File: config.mk
export PLATFORM = sky130hd
export DESIGN_NAME = sc_phase_sequencer_flat
export DESIGN_NICKNAME = d
export VERILOG_FILES = /design/src/rtl/sc_phase_sequencer_if.sv /design/src/rtl/sc_phase_sequencer.sv /design/src/flat_wrapper.sv
export SDC_FILE = /design/constraint.sdc
export NUM_CORES = 1
export LEC_CHECK = 0
export BUFFER_PORTS_ARGS = -buffer_cell sky130_fd_sc_hd__buf_2
export CORE_AREA = 2 2 64 66
export DETAILED_ROUTE_END_ITERATION = 7
export DIE_AREA = 0 0 66 68
export HOLD_SLACK_MARGIN = 0.1
export PLACE_DENSITY = 0.69
export SLEW_MARGIN = 30
export SYNTH_ARGS = -nofsm -noshare
export SYNTH_HDL_FRONTEND = slang
export SYNTH_SLANG_ARGS = --single-unit
File: constraint.sdc
create_clock -name clk -period 3 [get_ports clk]
set_input_delay 0.15 -clock clk [delete_from_list [all_inputs] [get_ports clk]]
set_output_delay 0.15 -clock clk [all_outputs]
set_load 0.05 [all_outputs]
File: src/rtl/sc_phase_sequencer_if.sv
// Bundle of run/config inputs and switch-drive outputs of sc_phase_sequencer.
// Optional early-phase signals exist only when SC_EARLY_PHASE_EN is defined.
interface sc_phase_sequencer_if #(
    parameter int NUM_CH = 2,
    parameter int DIV_W  = 8,
    parameter int DEAD_W = 4
);
    logic              en;
    logic [DIV_W-1:0]  div;
    logic [DEAD_W-1:0] dead;
    logic [NUM_CH-1:0] ch_en;
    logic [NUM_CH-1:0] phi1;
    logic [NUM_CH-1:0] phi2;
    logic              cycle_done;
    logic              busy;
    logic              cfg_err;
`ifdef SC_EARLY_PHASE_EN
    logic [NUM_CH-1:0] phi1e;
    logic [NUM_CH-1:0] phi2e;
`endif

    modport master (
        output en, div, dead, ch_en,
`ifdef SC_EARLY_PHASE_EN
        input  phi1e, phi2e,
`endif
        input  phi1, phi2, cycle_done, busy, cfg_err
    );

    modport slave (
        input  en, div, dead, ch_en,
`ifdef SC_EARLY_PHASE_EN
        output phi1e, phi2e,
`endif
        output phi1, phi2, cycle_done, busy, cfg_err
    );
endinterface

File: src/rtl/sc_phase_sequencer.sv
// Multi-channel two-phase non-overlapping clock sequencer for switched-cap banks.
// Define SC_EARLY_PHASE_EN to add early-falling phi1e/phi2e bottom-plate drives.
module sc_phase_sequencer #(
    parameter int NUM_CH = 2,
    parameter int DIV_W  = 8,
    parameter int DEAD_W = 4
) (
    input  logic                   clk,
    input  logic                   rst,
    sc_phase_sequencer_if.slave    bus
);

    localparam logic [2:0] S_IDLE   = 3'd0;
    localparam logic [2:0] S_PHI1   = 3'd1;
    localparam logic [2:0] S_DEAD12 = 3'd2;
    localparam logic [2:0] S_PHI2   = 3'd3;
    localparam logic [2:0] S_DEAD21 = 3'd4;

    // Dead-time reload value: an illegal zero is treated as one cycle.
    function automatic logic [DEAD_W-1:0] dead_load(input logic [DEAD_W-1:0] d);
        return (d == '0) ? '0 : d - DEAD_W'(1);
    endfunction

    logic [2:0]        state_q, state_d;
    logic [DIV_W-1:0]  phase_cnt_q, phase_cnt_d;
    logic [DEAD_W-1:0] dead_cnt_q, dead_cnt_d;
    logic [DIV_W-1:0]  div_sh_q, div_sh_d;
    logic [DEAD_W-1:0] dead_sh_q, dead_sh_d;
    logic [NUM_CH-1:0] ch_en_sh_q, ch_en_sh_d;
    logic              cfg_err_q, cfg_err_d;
    logic [NUM_CH-1:0] phi1_q, phi1_d;
    logic [NUM_CH-1:0] phi2_q, phi2_d;
    logic              cycle_done_q, cycle_done_d;
    logic              busy_q, busy_d;
    logic              latch;
    logic              bad_cfg;

`ifdef SC_EARLY_PHASE_EN
    logic [NUM_CH-1:0] phi1e_q, phi1e_d;
    logic [NUM_CH-1:0] phi2e_q, phi2e_d;

    // A one-cycle phase cannot fall early, so div==0 is flagged as well.
    assign bad_cfg = (bus.dead == '0) || (bus.div == '0);
`else
    assign bad_cfg = (bus.dead == '0);
`endif

    always_comb begin
        state_d     = state_q;
        phase_cnt_d = phase_cnt_q;
        dead_cnt_d  = dead_cnt_q;
        div_sh_d    = div_sh_q;
        dead_sh_d   = dead_sh_q;
        ch_en_sh_d  = ch_en_sh_q;
        cfg_err_d   = cfg_err_q;
        latch       = 1'b0;

        case (state_q)
            S_IDLE: begin
                if (bus.en) latch = 1'b1;
            end
            S_PHI1: begin
                if (phase_cnt_q == '0) begin
                    state_d    = S_DEAD12;
                    dead_cnt_d = dead_load(dead_sh_q);
                end else begin
                    phase_cnt_d = phase_cnt_q - DIV_W'(1);
                end
            end
            S_DEAD12: begin
                if (dead_cnt_q == '0) begin
                    state_d     = S_PHI2;
                    phase_cnt_d = div_sh_q;
                end else begin
                    dead_cnt_d = dead_cnt_q - DEAD_W'(1);
                end
            end
            S_PHI2: begin
                if (phase_cnt_q == '0) begin
                    state_d    = S_DEAD21;
                    dead_cnt_d = dead_load(dead_sh_q);
                end else begin
                    phase_cnt_d = phase_cnt_q - DIV_W'(1);
                end
            end
            S_DEAD21: begin
                if (dead_cnt_q == '0) begin
                    if (bus.en) latch = 1'b1;
                    else        state_d = S_IDLE;
                end else begin
                    dead_cnt_d = dead_cnt_q - DEAD_W'(1);
                end
            end
            default: state_d = S_IDLE;
        endcase

        // Config is sampled only here, so mid-cycle changes never disturb a running cycle.
        if (latch) begin
            state_d     = S_PHI1;
            div_sh_d    = bus.div;
            dead_sh_d   = bus.dead;
            ch_en_sh_d  = bus.ch_en;
            phase_cnt_d = bus.div;
            cfg_err_d   = cfg_err_q | bad_cfg;
        end
    end

    // Outputs are decoded from the next state so every drive is a plain flop.
    always_comb begin
        phi1_d       = (state_d == S_PHI1) ? ch_en_sh_d : '0;
        phi2_d       = (state_d == S_PHI2) ? ch_en_sh_d : '0;
        cycle_done_d = (state_d == S_DEAD21) && (dead_cnt_d == '0);
        busy_d       = (state_d != S_IDLE);
    end

`ifdef SC_EARLY_PHASE_EN
    always_comb begin
        phi1e_d = ((state_d == S_PHI1) && ((phase_cnt_d != '0) || (div_sh_d == '0)))
                  ? ch_en_sh_d : '0;
        phi2e_d = ((state_d == S_PHI2) && ((phase_cnt_d != '0) || (div_sh_d == '0)))
                  ? ch_en_sh_d : '0;
    end

    always_ff @(posedge clk) begin
        if (rst) begin
            phi1e_q <= '0;
            phi2e_q <= '0;
        end else begin
            phi1e_q <= phi1e_d;
            phi2e_q <= phi2e_d;
        end
    end

    assign bus.phi1e = phi1e_q;
    assign bus.phi2e = phi2e_q;
`endif

    always_ff @(posedge clk) begin
        if (rst) begin
            state_q      <= S_IDLE;
            phase_cnt_q  <= '0;
            dead_cnt_q   <= '0;
            cfg_err_q    <= 1'b0;
            phi1_q       <= '0;
            phi2_q       <= '0;
            cycle_done_q <= 1'b0;
            busy_q       <= 1'b0;
        end else begin
            state_q      <= state_d;
            phase_cnt_q  <= phase_cnt_d;
            dead_cnt_q   <= dead_cnt_d;
            cfg_err_q    <= cfg_err_d;
            phi1_q       <= phi1_d;
            phi2_q       <= phi2_d;
            cycle_done_q <= cycle_done_d;
            busy_q       <= busy_d;
        end
    end

    // Shadow config only matters outside IDLE, and is always written on the way out of it.
    always_ff @(posedge clk) begin
        div_sh_q   <= div_sh_d;
        dead_sh_q  <= dead_sh_d;
        ch_en_sh_q <= ch_en_sh_d;
    end

    assign bus.phi1       = phi1_q;
    assign bus.phi2       = phi2_q;
    assign bus.cycle_done = cycle_done_q;
    assign bus.busy       = busy_q;
    assign bus.cfg_err    = cfg_err_q;

    a_no_overlap: assert property (@(posedge clk) disable iff (rst) (phi1_q & phi2_q) == '0);
    a_idle_quiet: assert property (@(posedge clk) disable iff (rst)
                                   !busy_q |-> ((phi1_q == '0) && (phi2_q == '0)));

endmodule
File: src/flat_wrapper.sv
// flat-port wrapper written by rule: the top's interface ports become plain ports
module sc_phase_sequencer_flat 
#(
    parameter int NUM_CH = 2,
    parameter int DIV_W  = 8,
    parameter int DEAD_W = 4
)
  (clk, rst, bus_en, bus_div, bus_dead, bus_ch_en, bus_phi1, bus_phi2, bus_cycle_done, bus_busy, bus_cfg_err);
  sc_phase_sequencer_if #(.NUM_CH(NUM_CH), .DIV_W(DIV_W), .DEAD_W(DEAD_W)) bus_i ();
  input  logic clk;
  input  logic rst;
  input wire logic [$bits(bus_i.en)-1:0] bus_en;
  input wire logic [$bits(bus_i.div)-1:0] bus_div;
  input wire logic [$bits(bus_i.dead)-1:0] bus_dead;
  input wire logic [$bits(bus_i.ch_en)-1:0] bus_ch_en;
  output wire logic [$bits(bus_i.phi1)-1:0] bus_phi1;
  output wire logic [$bits(bus_i.phi2)-1:0] bus_phi2;
  output wire logic [$bits(bus_i.cycle_done)-1:0] bus_cycle_done;
  output wire logic [$bits(bus_i.busy)-1:0] bus_busy;
  output wire logic [$bits(bus_i.cfg_err)-1:0] bus_cfg_err;
  assign bus_i.en = bus_en;
  assign bus_i.div = bus_div;
  assign bus_i.dead = bus_dead;
  assign bus_i.ch_en = bus_ch_en;
  assign bus_phi1 = bus_i.phi1;
  assign bus_phi2 = bus_i.phi2;
  assign bus_cycle_done = bus_i.cycle_done;
  assign bus_busy = bus_i.busy;
  assign bus_cfg_err = bus_i.cfg_err;
  sc_phase_sequencer #(.NUM_CH(NUM_CH), .DIV_W(DIV_W), .DEAD_W(DEAD_W)) u_core (.clk(clk), .rst(rst), .bus(bus_i));
endmodule
# Yosys cells after proc, flatten, opt, wreduce, memory -nomap -nowiden
# Index checks and enable logic that the tools add are counted.
[totals] regBits=36 input_bits=17 output_inout_bits=7 word_cells=59
[classes] add_sub_neg=3 n_eq_ne=9 muxes=19 bitwise_logic=3 n_reduce_logical=14
[op_table] op="8-bit 2-to-1 mux" n=3
[op_table] op="3-bit 2-to-1 mux" n=6
[op_table] op="4-bit zero test" n=4
[op_table] op="8-bit case mux with 2 select lines" n=1
[op_table] op="3-bit case mux with 5 select lines" n=1
[op_table] op="4-bit 2-to-1 mux" n=3
[op_table] op="3-bit by 2-bit == test with 1-bit output (second input constant)" n=3
[op_table] op="8-bit zero test" n=1
[op_table] op="4-bit case mux with 2 select lines" n=1
[op_table] op="2-bit OR reduction" n=4
[op_table] op="4-bit by 1-bit subtractor with 4-bit output (second input constant)" n=2
[op_table] op="8-bit by 1-bit subtractor with 8-bit output (second input constant)" n=1
[op_table] op="3-bit by 1-bit == test with 1-bit output (second input constant)" n=2
[op_table] op="3-bit == test (second input constant)" n=2
[op_table] op="3-bit nonzero test" n=2
[op_table] op="3-bit zero test" n=1
[op_table] op="3-bit by 1-bit inequality test with 1-bit output (second input constant)" n=1
[op_table] op="3-bit by 2-bit inequality test with 1-bit output (second input constant)" n=1
[op_table] op="3-bit AND reduction" n=1
[op_table] op="1-bit 2-to-1 mux" n=2
[op_table] op="2-bit 2-to-1 mux" n=1
[op_table] op="1-bit NOT" n=2
[op_table] op="1-bit case mux with 2 select lines" n=1
[op_table] op="1-bit logical AND" n=1
[op_table] op="1-bit bitwise OR" n=1

# Longest topological paths before layout
[logic_depth] depth_word=7 depth_mapped=9 depth_no_buf=8

# Worst setup path after synthesis
# No wires, ideal clock.
[synth_path] path_type="flip-flop to flip-flop" startpoint="register u_core.dead_cnt_q[0]" endpoint="register u_core.phase_cnt_q[5]" setup_time_ns=0.086 t_arrival_ns=2.158 required_ns=2.914 setup_slack_ns=0.756 stages_incl_launch_ff=9 n_path_buf=1 period_less_slack_ns=2.244 path_cell_list="dfxtp_1 -> inv_1 -> ha_1 -> nor3b_1 -> o211ai_1 -> inv_1 -> buf_1 -> a221oi_1 -> a211oi_1"
[synth_between] elab_chain_len=5 elab_cells_between_ends=8 cone_classes="eq/ne: 2; mux: 3; reduce/logical: 3"
[synth_rtl] item="from (decl)" line_no="sc_phase_sequencer.sv:26" source="logic [DEAD_W-1:0] dead_cnt_q, dead_cnt_d;"
[synth_rtl] item="from (signal assigned)" line_no="sc_phase_sequencer.sv:151" source="dead_cnt_q <= dead_cnt_d;"
[synth_rtl] item="4-bit zero test *" line_no="sc_phase_sequencer.sv:87" source="if (dead_cnt_q == '0) begin"
[synth_rtl] item="1-bit 2-to-1 mux *" line_no="sc_phase_sequencer.sv:87"
[synth_rtl] item="1-bit case mux with 2 select lines *" line_no="sc_phase_sequencer.sv:58" source="case (state_q)"
[synth_rtl] item="named net u_core.latch" line_no="sc_phase_sequencer.sv:35" source="logic latch;"
[synth_rtl] item="3-bit by 1-bit inequality test with 1-bit output (no source line) (tied with other cells)"
[synth_rtl] item="3-bit AND reduction (no source line)"
[synth_rtl] item="to (signal assigned)" line_no="sc_phase_sequencer.sv:150" source="phase_cnt_q <= phase_cnt_d;"
[synth_rtl] item="to (decl)" line_no="sc_phase_sequencer.sv:25" source="logic [DIV_W-1:0] phase_cnt_q, phase_cnt_d;"
# Mark *: on every way through the listed nets, which the timed path passes. The rest lies on a longest branch.
# A chain may end at the register's enable or synchronous reset.

# Worst setup path in the final report
[layout_path] startpoint="register u_core.phase_cnt_q[0]" endpoint="register u_core.cycle_done_q, in the netlist u_core.bus.cycle_done"
[layout_between] elab_chain_len=6 elab_cells_between_ends=10 cone_classes="eq/ne: 1; mux: 6; reduce/logical: 3"
[layout_rtl] item="8-bit zero test *" line_no="sc_phase_sequencer.sv:63, sc_phase_sequencer.sv:79"
[layout_rtl] item="3-bit 2-to-1 mux, on equally long branches" line_no="sc_phase_sequencer.sv:79, sc_phase_sequencer.sv:63"
[layout_rtl] item="3-bit case mux with 5 select lines" line_no="sc_phase_sequencer.sv:58"
[layout_rtl] item="3-bit 2-to-1 mux" line_no="sc_phase_sequencer.sv:98" source="if (latch) begin"
[layout_rtl] item="3-bit == test" line_no="sc_phase_sequencer.sv:112" source="cycle_done_d = (state_d == S_DEAD21) && (dead_cnt_d == '0);"
[layout_rtl] item="1-bit logical AND *" line_no="sc_phase_sequencer.sv:112"
[layout_rtl] item="to (signal assigned)" line_no="sc_phase_sequencer.sv:155" source="cycle_done_q <= cycle_done_d;"
[layout_rtl] item="to (decl)" line_no="sc_phase_sequencer.sv:33" source="logic cycle_done_q, cycle_done_d;"
# Mark *: on every way between the ends. The rest lies on a longest branch, timed or not.

==> impl_metrics.toml <==
[clocking]
ctsHoldBuffers = 12
cts_sinks = 36
tritoncts = "yes"
ctsHtreeMaxLevel = 2
insertion_delay_ps = 280
cts_setup_buffers = 0
cts.clk_slew.worst_paths_ps = 70
cts_root_buf = "clkbuf_8"
post_cts_resized = 0
clock_path_buffers = 2
cts_buffers = 5

[timing]
worstMarginPinSlew_ps = 852
hold-worst-slack_ps = 128
finalSetupTns_ps = 0
slew_viol_final = 0
worst_slack_ps = 653
slew_headroom_pct = 43.0
period_minus_slack_ps = 2350
fmax_mhz = 426
rsz0062_at_grt = "false"
finalHoldViolCount = 0
skew_ps = 3.13
finalCritPeriodShare_pct = 78.2
setup_viol = 0

[grt]
first_global_vias = 1383
grt_overflow = 0
antenna_found_initial = 0
grt_first_pass_wirelength_um = 6330
grt_usage_pct = 19.0
grt_max_degree = 24

[worst_setup_path]
crit_path_end_kind = "register"
crit_required_ps = 3200
r2r_cells = 7
r2r_slack_ps = 650
crit_path_top_delay_cell = "or4b_1"
crit_family = "simple AND/OR/NAND/NOR gates"
cp_data_arrival_time_ps = 2540
path_class = "register to register"
critPathMaxFanout = 10
worst-path-buf-inv = 1
crit_path_cell_trace = "inv_1 -> ha_1 -> nor4b_4 -> nand3_1 -> and3_1 -> or4b_1 -> nor4_2"
r2r_start = "u_core.phase_cnt_q[0]"
reg2reg_to = "u_core.bus.cycle_done"
startpoint_type = "register"
slowest_delay_ps = 520

[cells_and_area]
fin_util_pct = 56.4
final_cell_mix = "24 x nor2_1, 24 x dfxtp_1, 23 x buf_2"
areaGrowthSynthToFinish_pct = 18.5
fillCellCount = 381
stdcell_area_mm2 = 0.00218
fin_nets = 249
layout.cells.non_filler = 279
num_antenna_cells = 0
drive_above_1_share_pct = 18.8

[power]
p_int_mw = 1.20
p_clk_share_pct = 15.7
p_per_area_mw_per_mm2 = 947
leakage_nw = 0.851
pwr-share-seq_pct = 38.2
swShare_pct = 42.0
power_switching_mw = 0.866
peakVddDrop_mv = 0.402
total_power_mw = 2.06
power_frac_comb_pct = 46.1

[placed_design]
dpl-instance-area_mm2 = 0.00197
io_buffers = 23
pre_cts_slack_ps = 696
gp_congestion = 0.807
dp_hpwl_um = 2520
place_inst = 259

[hold_path]
hp-start = "bus_ch_en[1]"
holdPathStages = 3
hold_class = "input port to register"
hold_path_end = "u_core.ch_en_sh_q[1]"

[floorplan]
die_w_um = 66
die_h_um = 68
rows = 23
core_area_mm2 = 0.00386
initial_core_util_pct = 47.6
die-area_mm2 = 0.00449
ioPinCount = 24

[route]
ant_nets = 0
drtIter0Drc = 87
post_drt_wl_per_cell_um = 13.8
routed_wl_um = 3850
dr.pass1.iters = 4
wl_met2_um = 1870
vias = 1523
wl_met3_um = 161
dr.max_layer_used = "met4"
wl_met1_um = 1800
post-route-drc-count = 0
viasPerCell = 5.46

[flow_run]
max_cap_violations = 0

[yosys]
netlist_instances = 197
synth_area_mm2 = 0.00184
postSynthAreaPerCell_um2 = 9.32
yosys_warnings = 0
syn_nets = 218
yosysUniqueCellTypes = 51
synth-seq-area-share_pct = 45.8
synth-seq-cells = 36

[outcome]
status = "finished, final reports clean"
==> routing by layer <==
layer | global-route usage [%] | vias up
met3 | 4.44 | 2
met2 | 30.1 | 28
met1 | 25.3 | 703
met5 | 0 | -
li1 | - | 790
met4 | 7.40 | 0
==> cells in the mapped netlist (all sizes together) <==
master	n	area share, %
and2	1	0.41
a21boi	1	0.41
nand3b	2	0.82
o31ai	1	0.41
nand3	8	2.2
or4b	2	1.1
a311o	1	0.54
o211a	1	0.54
o22ai	1	0.34
nor3	9	2.7
a221oi	2	0.95
ha	4	2.7
a2bb2oi	1	0.48
a211oi	5	2.3
a31oi	5	1.7
a21o	1	0.48
edfxtp	12	20
or4	2	0.89
and3	7	2.4
clkbuf	6	1.2
or3	2	0.75
nand2b	3	1.0
dfxtp	24	26
nand4b	1	0.48
a21oi	9	2.5
and2b	1	0.48
o21ai	5	1.4
nor3b	2	0.82
nand2	7	1.4
nor2b	2	0.68
o211ai	6	2.5
nor4b	1	1.3
mux2i	4	2.2
buf	7	1.8
a32o	3	1.6
xor2	1	0.48
inv	12	2.5
a211o	1	0.48
nand4	2	0.68
a21bo	1	0.54
nor2	24	4.9
nor4	3	1.4
xnor2	3	1.4
o311ai	1	0.48
==> worst min-delay path, delay by kind of cell <==
family                 cells  cell delay (ps)
buffers and inverters      2              130
multiplexers               1               90
==> kinds of logic after synthesis <==
family,Yosys count,synth area share [%]
simple gates,79,24.4
compound gates,45,17.6
flops,36,45.8
buf+inv,25,5.45
xor+xnor,4,1.91
mux,4,2.18
fa+ha+maj,4,2.72
==> final cells by class <==
type | count | area (µm²) | area share [%]
Clock buffer | 7 | 76.3 | 3.51
Clock inverter | 1 | 5.00 | 0.230
Inverter | 12 | 45.0 | 2.07
Timing Repair Buffer | 37 | 250 | 11.5
Multi-Input combinational cell | 136 | 896 | 41.2
Tap cell | 50 | 62.6 | 2.88
Sequential cell | 36 | 841 | 38.6
==> power groups by stage <==
stage / Combinational (mW) / Clock (mW) / Sequential, mW
2_1_floorplan: 0.726 / 0 / 0.805
3_3_place_gp: 0.933 / 0 / 0.792
3_5_place_dp: 0.934 / 0 / 0.797
4_1_cts: 0.955 / 0.335 / 0.786
5_1_grt: 1.07 / 0.353 / 0.809
6_report: 0.950 / 0.324 / 0.787
==> state kept, by name, indices dropped and copies added, names as in the netlist <==
name and cells:
u_core.bus.phi1 2, u_core.bus.cycle_done 1, u_core.bus.cfg_err 1, u_core.bus.busy 1, u_core.dead_sh_q 4, u_core.phase_cnt_q 8
u_core.state_q 3, u_core.div_sh_q 8, u_core.ch_en_sh_q 2, u_core.bus.phi2 2, u_core.dead_cnt_q 4
==> worst max path at each step <==
stage,slack [ps],cells past startpoint,startpoint,end
6_report,650,7,u_core.phase_cnt_q[0],u_core.bus.cycle_done
5_1_grt,410,10,u_core.dead_cnt_q[1],u_core.phase_cnt_q[3]
4_1_cts,660,7,u_core.phase_cnt_q[0],u_core.bus.cycle_done
3_5_place_dp,700,7,u_core.phase_cnt_q[0],u_core.bus.cycle_done
3_3_place_gp,750,7,u_core.dead_cnt_q[0],u_core.bus.cycle_done
2_1_floorplan,760,8,u_core.dead_cnt_q[0],u_core.phase_cnt_q[5]
No activity file was read; power rests on OpenSTA's default activity.
